### src/rtl/fmdll_delay_ctrl.sv
// fmdll_delay_ctrl: delay-line controller for the FMDLL.
// Runs a SAR coarse search on phase-detector votes, then filtered up/down
// tracking with lock detection. A change of M or N restarts acquisition.
// Optional macro FMDLL_DEADBAND_EN: while locked, a tracking step is applied
// only after two consecutive same-sign window decisions.
//
//   state | meaning
//   IDLE  | code parked at mid-code for one window (held here while N==0)
//   SAR   | binary search, one code bit resolved per window, MSB first
//   TRACK | +/-1 code step per window, lock counter active
module fmdll_delay_ctrl #(
    parameter int CODE_W   = 6,
    parameter int SETTLE   = 4,
    parameter int LOCK_CNT = 8
) (
    input  logic              clk_ext,
    input  logic              rst,
    input  logic              pd_up,
    input  logic              pd_dn,
    input  logic [1:0]        M,
    input  logic [3:0]        N,
    output logic [CODE_W-1:0] code,
    output logic [1:0]        sel,
    output logic              locked,
    output logic              err
);

    localparam logic [1:0] S_IDLE  = 2'd0;
    localparam logic [1:0] S_SAR   = 2'd1;
    localparam logic [1:0] S_TRACK = 2'd2;

    localparam int WCNT_W = (SETTLE > 1) ? $clog2(SETTLE) : 1;
    localparam int VOTE_W = $clog2(SETTLE + 1) + 1;
    localparam int CNT_W  = $clog2(LOCK_CNT + 1);
    localparam int IDX_W  = (CODE_W > 1) ? $clog2(CODE_W) : 1;

    localparam logic [CODE_W-1:0] MID_CODE = {1'b1, {(CODE_W-1){1'b0}}};
    localparam logic [CODE_W-1:0] MAX_CODE = {CODE_W{1'b1}};

    logic [1:0]        state;
    logic [WCNT_W-1:0] wcnt;
    logic [VOTE_W-1:0] vote;
    logic [IDX_W-1:0]  bit_idx;
    logic [CNT_W-1:0]  cnt;
    logic              last_vld;
    logic              last_dir;
    logic [1:0]        m_q;
    logic [3:0]        n_q;
    logic              cfg_vld;
`ifdef FMDLL_DEADBAND_EN
    logic              pend_vld;
    logic              pend_dir;
`endif

    logic              cfg_chg;
    logic              win_end;
    logic [VOTE_W-1:0] cur;
    logic [VOTE_W-1:0] vote_sum;
    logic              dec_up;
    logic              dec_dn;
    logic              step_up;
    logic              step_dn;
    logic [CNT_W-1:0]  cnt_inc;

    // Window bookkeeping, vote decision and the step actually applied in TRACK.
    always_comb begin
        cfg_chg  = cfg_vld && ((M != m_q) || (N != n_q));
        win_end  = (wcnt == WCNT_W'(SETTLE - 1));
        cur      = '0;
        if (pd_up && !pd_dn)
            cur = {{(VOTE_W-1){1'b0}}, 1'b1};
        else if (pd_dn && !pd_up)
            cur = '1;
        vote_sum = vote + cur;
        dec_dn   = vote_sum[VOTE_W-1];
        dec_up   = !vote_sum[VOTE_W-1] && (vote_sum != '0);
        step_up  = dec_up;
        step_dn  = dec_dn;
`ifdef FMDLL_DEADBAND_EN
        if (locked) begin
            step_up = dec_up && pend_vld && pend_dir;
            step_dn = dec_dn && pend_vld && !pend_dir;
        end
`endif
        cnt_inc  = (cnt == CNT_W'(LOCK_CNT)) ? cnt : cnt + CNT_W'(1);
    end

    // Config snapshot for change detection; sel follows M every cycle.
    always_ff @(posedge clk_ext or posedge rst) begin
        if (rst) begin
            m_q     <= 2'd0;
            n_q     <= 4'd0;
            cfg_vld <= 1'b0;
            sel     <= 2'd0;
        end else begin
            m_q     <= M;
            n_q     <= N;
            cfg_vld <= 1'b1;
            sel     <= (M == 2'd3) ? 2'd2 : ((M == 2'd2) ? 2'd1 : 2'd0);
        end
    end

    // Acquisition/tracking FSM with window counter, vote and lock counter.
    always_ff @(posedge clk_ext or posedge rst) begin
        if (rst) begin
            state    <= S_IDLE;
            wcnt     <= '0;
            vote     <= '0;
            bit_idx  <= IDX_W'(CODE_W - 1);
            cnt      <= '0;
            last_vld <= 1'b0;
            last_dir <= 1'b0;
            code     <= MID_CODE;
            locked   <= 1'b0;
            err      <= 1'b0;
`ifdef FMDLL_DEADBAND_EN
            pend_vld <= 1'b0;
            pend_dir <= 1'b0;
`endif
        end else if (cfg_chg) begin
            state    <= S_IDLE;
            wcnt     <= '0;
            vote     <= '0;
            bit_idx  <= IDX_W'(CODE_W - 1);
            cnt      <= '0;
            last_vld <= 1'b0;
            code     <= MID_CODE;
            locked   <= 1'b0;
            err      <= (N == 4'd0);
`ifdef FMDLL_DEADBAND_EN
            pend_vld <= 1'b0;
`endif
        end else begin
            locked <= (cnt == CNT_W'(LOCK_CNT));
            if (win_end || (state == S_IDLE && N == 4'd0)) begin
                wcnt <= '0;
                vote <= '0;
            end else begin
                wcnt <= wcnt + WCNT_W'(1);
                vote <= vote_sum;
            end
            case (state)
                S_IDLE: begin
                    code     <= MID_CODE;
                    locked   <= 1'b0;
                    cnt      <= '0;
                    last_vld <= 1'b0;
`ifdef FMDLL_DEADBAND_EN
                    pend_vld <= 1'b0;
`endif
                    if (N == 4'd0) begin
                        err <= 1'b1;
                    end else if (win_end) begin
                        state   <= S_SAR;
                        bit_idx <= IDX_W'(CODE_W - 1);
                    end
                end
                S_SAR: begin
                    locked <= 1'b0;
                    if (win_end) begin
                        code[bit_idx] <= dec_up;
                        if (bit_idx != '0) begin
                            code[bit_idx - IDX_W'(1)] <= 1'b1;
                            bit_idx <= bit_idx - IDX_W'(1);
                        end else begin
                            state <= S_TRACK;
                        end
                    end
                end
                S_TRACK: begin
                    if (win_end) begin
                        if (step_up) begin
                            if (code == MAX_CODE) err <= 1'b1;
                            else                  code <= code + CODE_W'(1);
                        end else if (step_dn) begin
                            if (code == '0) err <= 1'b1;
                            else            code <= code - CODE_W'(1);
                        end
                        if (!dec_up && !dec_dn) begin
                            cnt <= cnt_inc;
                        end else if (step_up || step_dn) begin
                            last_vld <= 1'b1;
                            last_dir <= step_up;
                            if (last_vld && (last_dir == step_up)) begin
                                cnt    <= '0;
                                locked <= 1'b0;
                            end else begin
                                cnt <= cnt_inc;
                            end
                        end
`ifdef FMDLL_DEADBAND_EN
                        // A decision that did not step becomes the new pending one.
                        if ((dec_up || dec_dn) && !(step_up || step_dn)) begin
                            pend_vld <= 1'b1;
                            pend_dir <= dec_up;
                        end else begin
                            pend_vld <= 1'b0;
                        end
`endif
                    end
                end
                default: state <= S_IDLE;
            endcase
        end
    end

endmodule
### config.mk
export PLATFORM = sky130hd
export DESIGN_NAME = fmdll_delay_ctrl
export DESIGN_NICKNAME = d
export VERILOG_FILES = /design/src/rtl/fmdll_delay_ctrl.sv
export SDC_FILE = /design/constraint.sdc
export NUM_CORES = 1
export LEC_CHECK = 0
export ABC_AREA = 1
export CAP_MARGIN = 10
export CORE_ASPECT_RATIO = 0.9
export CORE_MARGIN = 1.5
export CORE_UTILIZATION = 24
export CTS_BUF_LIST = sky130_fd_sc_hd__clkbuf_8
export DETAILED_ROUTE_END_ITERATION = 16
export PLACE_DENSITY = 0.49
export SETUP_SLACK_MARGIN = 0.2
export SLEW_MARGIN = 15
export SYNTH_ARGS = -nofsm -noshare
export SYNTH_HDL_FRONTEND = slang
export SYNTH_SLANG_ARGS = --single-unit
export TNS_END_PERCENT = 10
### constraint.sdc
create_clock -name clk_ext -period 2.46 [get_ports clk_ext]
set_clock_uncertainty 0.15 [all_clocks]
set_input_delay 0.369 -clock clk_ext [delete_from_list [all_inputs] [get_ports clk_ext]]
set_output_delay 0.369 -clock clk_ext [all_outputs]
set_load 0.1 [all_outputs]
======== Word-level counts from Yosys, hierarchy flattened ========
Index checks and enable logic that the tools add are counted.
cells by class
  add/sub/neg operators ................... 6
  magnitude comparators ................... 4
  bitwise logic cells ..................... 3
  mux-type cells .......................... 60
  reductions and logical operators ........ 32
  equal/unequal tests ..................... 26
operators with widths
  operator                                                            count
  2-to-1 mux 6 bit                                                    8
  2-to-1 mux 4 bit                                                    10
  != test 3 bit (second input constant)                               9
  != test 4 bit (second input constant)                               6
  2-to-1 mux 1 bit                                                    19
  case mux 6 bit (3 select lines)                                     1
  2-to-1 mux 2 bit                                                    8
  2-to-1 mux 3 bit                                                    5
  AND reduction 5 bit                                                 3
  AND reduction 6 bit                                                 2
  logical AND 1 bit                                                   9
  nonzero test 3 bit                                                  3
  == test 2 bit (second input constant)                               4
  < comparator 3 x 4 -> 1 bit (second input constant)                 2
  case mux 4 bit (2 select lines)                                     1
  nonzero test 4 bit                                                  2
  adder 6 x 1 -> 6 bit (second input constant)                        1
  bitwise mux 6 bit                                                   1
  demux 1 bit (select 3 bit)                                          2
  == test 6 bit (second input constant)                               1
  greater-or-equal comparator 3 x 1 -> 1 bit (second input constant)  2
  zero test 6 bit                                                     1
  bitwise OR 6 bit                                                    1
  case mux 1 bit (2 select lines)                                     3
  other kinds (21)                                                    27
word-level totals
  logic and storage cells ................. 145
  register bits after elaboration ......... 34
  bits of input ports ..................... 10

======== Depth between registers and ports, before layout ========
Gate-level depths: netlist of run 1.
  depth after elaboration ................. 15
  gate-level depth with buffers ........... 23
  depth with buffers taken out ............ 22

======== Worst setup path before layout of run 1 ========
OpenSTA, ideal clock, no wires.
  path kind ............................... input to register
  start point ............................. input pd_up
  end point ............................... register code[3]
  slack ................................... -431 ps
  buffers on the path ..................... 1
  data arrival time ....................... 2674 ps
  library setup time ...................... 68 ps
  required time ........................... 2242 ps
  cell stages on the path ................. 19
  cells stage by stage .................... inv_1 -> ha_1 -> inv_1 -> ha_1 -> ha_1 -> a21oi_2 -> nand2_1 -> nand3_2 -> buf_6 -> nand2_8 -> ha_1 -> nand2_1 -> inv_1 -> a21oi_1 -> xor2_1 -> or2_2 -> nand2_1 -> nand4_1 -> nand2_1
between the ends
  cells in the longest elaborated chain, start to end .. 13
RTL lines
  item                                                   line  text
  start, declared                                        18    input logic pd_up,
  zero test 1 bit                                        72    else if (pd_dn && !pd_up)
  logical AND 1 bit                                      72
  2-to-1 mux 4 bit                                       72
  2-to-1 mux 4 bit (*)                                   70    if (pd_up && !pd_dn)
  adder 4 bit (*)                                        74    vote_sum = vote + cur;
  nonzero test 4 bit or zero test 1 bit (tied branches)  76    dec_up = !vote_sum[VOTE_W-1] && (vote_sum != '0);
  logical AND 1 bit                                      76
  bitwise mux 6 bit                                      161   code[bit_idx] <= dec_up;
  bitwise OR 6 bit (no source line)                      n/a
  2-to-1 mux 6 bit                                       162   if (bit_idx != '0) begin
  2-to-1 mux 6 bit                                       160   if (win_end) begin
  case mux 6 bit (3 select lines)                        142   case (state)
  2-to-1 mux 6 bit                                       120   end else if (cfg_chg) begin
  end signal, assigned by index                          161
  end signal, assigned                                   174   else code <= code + CODE_W'(1);
  end signal, assigned                                   177   else code <= code - CODE_W'(1);
  end, declared                                          22    output logic [CODE_W-1:0] code,
Mark *: on every way between the ends. The rest lies on a longest branch, timed or not. The select of a mux whose other input is x is not followed.
A chain may end at the register's enable or synchronous reset.

======== Worst setup path after layout of run 1 ========
  start point ............................. input pd_dn
  end point ............................... register code[3]
between the ends
  cells in the longest elaborated chain, start to end .. 12
RTL lines
  item                                                   line    text
  start, declared                                        19      input logic pd_dn,
  logical AND 1 bit or zero test 1 bit (tied branches)   72, 70
  2-to-1 mux 4 bit or logical AND 1 bit (tied branches)  72, 70
  2-to-1 mux 4 bit (*)                                   70
  adder 4 bit (*)                                        74
  nonzero test 4 bit or zero test 1 bit (tied branches)  76
  logical AND 1 bit                                      76
  bitwise mux 6 bit                                      161
  bitwise OR 6 bit (no source line)                      n/a
  2-to-1 mux 6 bit                                       162
  2-to-1 mux 6 bit                                       160
  case mux 6 bit (3 select lines)                        142
  2-to-1 mux 6 bit                                       120
Marked as above.

==> results of run 1 <==
worst max-delay path, stage by stage:
cell and delay, ns:
buf_4 0.13, ha_4 0.25, inv_2 0.03, ha_4 0.16
ha_4 0.24, nor2_2 0.16, nand3_4 0.12, nand2_8 0.12
ha_4 0.23, nand2_2 0.07, nand2_2 0.06, a21oi_2 0.12
xor2_1 0.21, or2_4 0.16, nand2_2 0.03, nand4_1 0.08
nand2_1 0.06
Yosys cell counts (4+ instances only):
master	count	area, µm²
nand3_2	4	40.0
nand4_1	7	43.8
nand2_4	6	67.6
nand2_1	99	372
nor2_1	26	97.6
nor2_2	7	43.8
a21oi_1	11	55.1
inv_1	59	221
dfrtp_1	31	776
nand3_1	26	130
nand2_2	8	50.1
inv_2	5	18.8
a22oi_1	5	37.5
o21ai_1	9	45.0
ha_1	18	225
layer usage:
layer | vias up | share of wire, % | wire length (µm)
li1 | 1191 | - | -
met1 | 1014 | 50 | 2900
met2 | 28 | 46 | 2650
met3 | 4 | 3.7 | 213
met4 | 0 | 0.91 | 53
met5 | - | 0 | 0
what timing repair did:
item	CTS	global route
setup buffers	3	3
endpoints found under the hold margin	0	0
cloned	0	0
setup endpoints to repair	15	13
hold buffers	0	0
resized for setup	30	12
pin swaps	19	13
final timing paths:
kind                         start  depth (start not counted)      end
min                        wcnt[0]                          1  wcnt[0]
max in group asynchronous      rst                          3  code[5]
min reg2reg                wcnt[0]                          1  wcnt[0]
max                          pd_dn                         17  code[3]
max reg2reg                vote[1]                         18  code[3]
min in group asynchronous      rst                          3   sel[0]
state kept, by name, indices dropped and copies added (netlist names):
| name | count |
|---|---|
| last_vld | 1 |
| err | 1 |
| cfg_vld | 1 |
| wcnt | 2 |
| locked | 1 |
| state | 2 |
| vote | 4 |
| sel | 2 |
| n_q | 4 |
| code | 6 |
| last_dir | 1 |
| bit_idx | 3 |
| cnt | 4 |
| m_q | 2 |
logic make-up (layout without fill, tap and decap cells):
| group | count (synthesis) | in the layout |
|---|---|---|
| XOR/XNOR | 3 | 3 |
| adder cells (fa/ha/maj) | 19 | 19 |
| flip-flops | 34 | 34 |
| AO/OA/AOI/OAI | 33 | 33 |
| AND/OR/NAND/NOR | 196 | 196 |
| other | 1 | 1 |
| buffers and inverters | 70 | 110 |
stage by stage:
step / setup WS [ns] / cell area [µm²] / std cells / hold slack, ns
6_report: -0.103 / 3290 / 525 / 0.288
5_1_grt: -0.232 / 3290 / 525 / 0.305
2_1_floorplan: -0.245 / 2660 / 356 / 0.250
4_1_cts: -0.0870 / 3230 / 522 / 0.290
3_3_place_gp: -0.952 / 3020 / 511 / 0.279
3_5_place_dp: -0.981 / 3020 / 511 / 0.279
layout make-up:
cell class,instances,area [µm²]
timing repair buffer,37,303
clock buffer,6,82.6
tap,129,161
fill,1124,7040
multi-input combinational,252,1620
inverter,65,256
sequential,34,855
clock inverter,2,12.5
power by group:
| part | internal [mW] | switching [mW] | total, mW | leakage (nW) |
|---|---|---|---|---|
| clock | 0.225 | 0.220 | 0.445 | 0.0472 |
| sequential | 0.686 | 0.123 | 0.809 | 0.435 |
| combinational | 0.683 | 1.20 | 1.89 | 1.21 |
==> results.yml, run 1 <==
worst_setup_path:
  critPathLaunchType: "input pin"
  crit_type: "in -> reg"
  r2r_slack_ns: -0.08
  cp-end-kind: "flop"
  worstPathArrival_ns: 2.59
  required_ns: 2.49
  crit_fanout: 6
synthesis:
  synthAdderAreaFrac_pct: 9.55
  ys_warn_count: 0
  synth_top_family_by_area: "simple AND/OR/NAND/NOR gates"
  synth_area_um2: 2570
  synth_ff_type: "dfrtp_1"
  async_reset_ff_share_pct: 100
  synth.ff_latch_count: 34
  synth.area.mux_share_pct: 0
  synth-simple-area-share_pct: 37.0
  syn-num-nets: 385
  netlist_instances: 356
  synth_compound_area_share_pct: 7.50
  syn_area_per_cell_um2: 7.22
  synth_edf_count: 0
  synth.distinct_cells: 36
  synth_seq_area_share_pct: 33.3
  synthXorXnorAreaFrac_pct: 1.02
grt:
  grt_overflow: 0
  grt_use_met1_pct: 14.8
  grtUsageMet2_pct: 18.8
  grt.total_usage_pct: 11.1
  grt_max_degree: 35
  antenna_found_initial: 0
  first_global_vias: 2193
  grt_pass1_wl_mm: 10.2
  grt.busiest_layer: "met2"
  globalRouteMet3Util_pct: 2.39
placed_design:
  io_buffers: 19
  gp_congestion: 0.825
  dp_hpwl_mm: 4.36
finish:
  layout-drive-gt1-share_pct: 28.8
  final_common_cell: "nand2_1"
  syn2layout_area_growth_pct: 28.2
  layout_common_cells: "88 x nand2_1, 53 x inv_1, 31 x dfrtp_1"
  diodes: 0
  fin_nets: 424
  post-route-util_pct: 31.9
job:
  cap_violations: 0
sta:
  post-route-period-util_pct: 104
  rsz0062_at_grt: "yes"
  fin_crit_ns: 2.56
  setup_viol: 3
  finalHoldViolations: 0
  fmax_ghz: 0.390
  setup_ws_ns: -0.103
  slew_viol_final: 0
  tns_ns: -0.183
detailed_routing:
  drtAntennaViolNets: 0
  drt-initial-drc-count: 119
  drtPass1Iterations: 4
  viasPerCell: 4.26
  drcViolationCount: 0
  wl_mm: 5.82
  wl_per_cell_um: 11.1
  dr_total_vias: 2237
die:
  die_x_um: 112
  num_rows: 35
  dieArea_um2: 11300
  initial_core_util_pct: 24.9
  die-height_um: 101
  io_pins: 20
  core_area_um2: 10300
run_status:
  violations: "negative setup slack"
  run_status: "complete, but fails checks"
cts:
  numCtsBuffers: 5
  cts_htree_levels: 2
  cts_tree: "done"
  cts-root-buf: "clkbuf_8"
  insertion_delay_ns: 0.29
  clk_pin_slew_ns: 0.07
  cts.path.max_buffers: 2
  clock-sinks: 34
power:
  powerDensity_nw_per_um2: 954
  total_power_mw: 3.14
  ir_drop_v: 0.000267
  p_leak_nw: 1.69
hold_path:
  hp-class: "reg -> reg"
Note: power is estimated with default switching activity, not from simulation.
==> run 2, diff against run 1 <==
Settings changed: CAP_MARGIN 10 to not set.
==> results of run 2 <==
No change in the layout: final DEF, timing and power equal those of run 1.
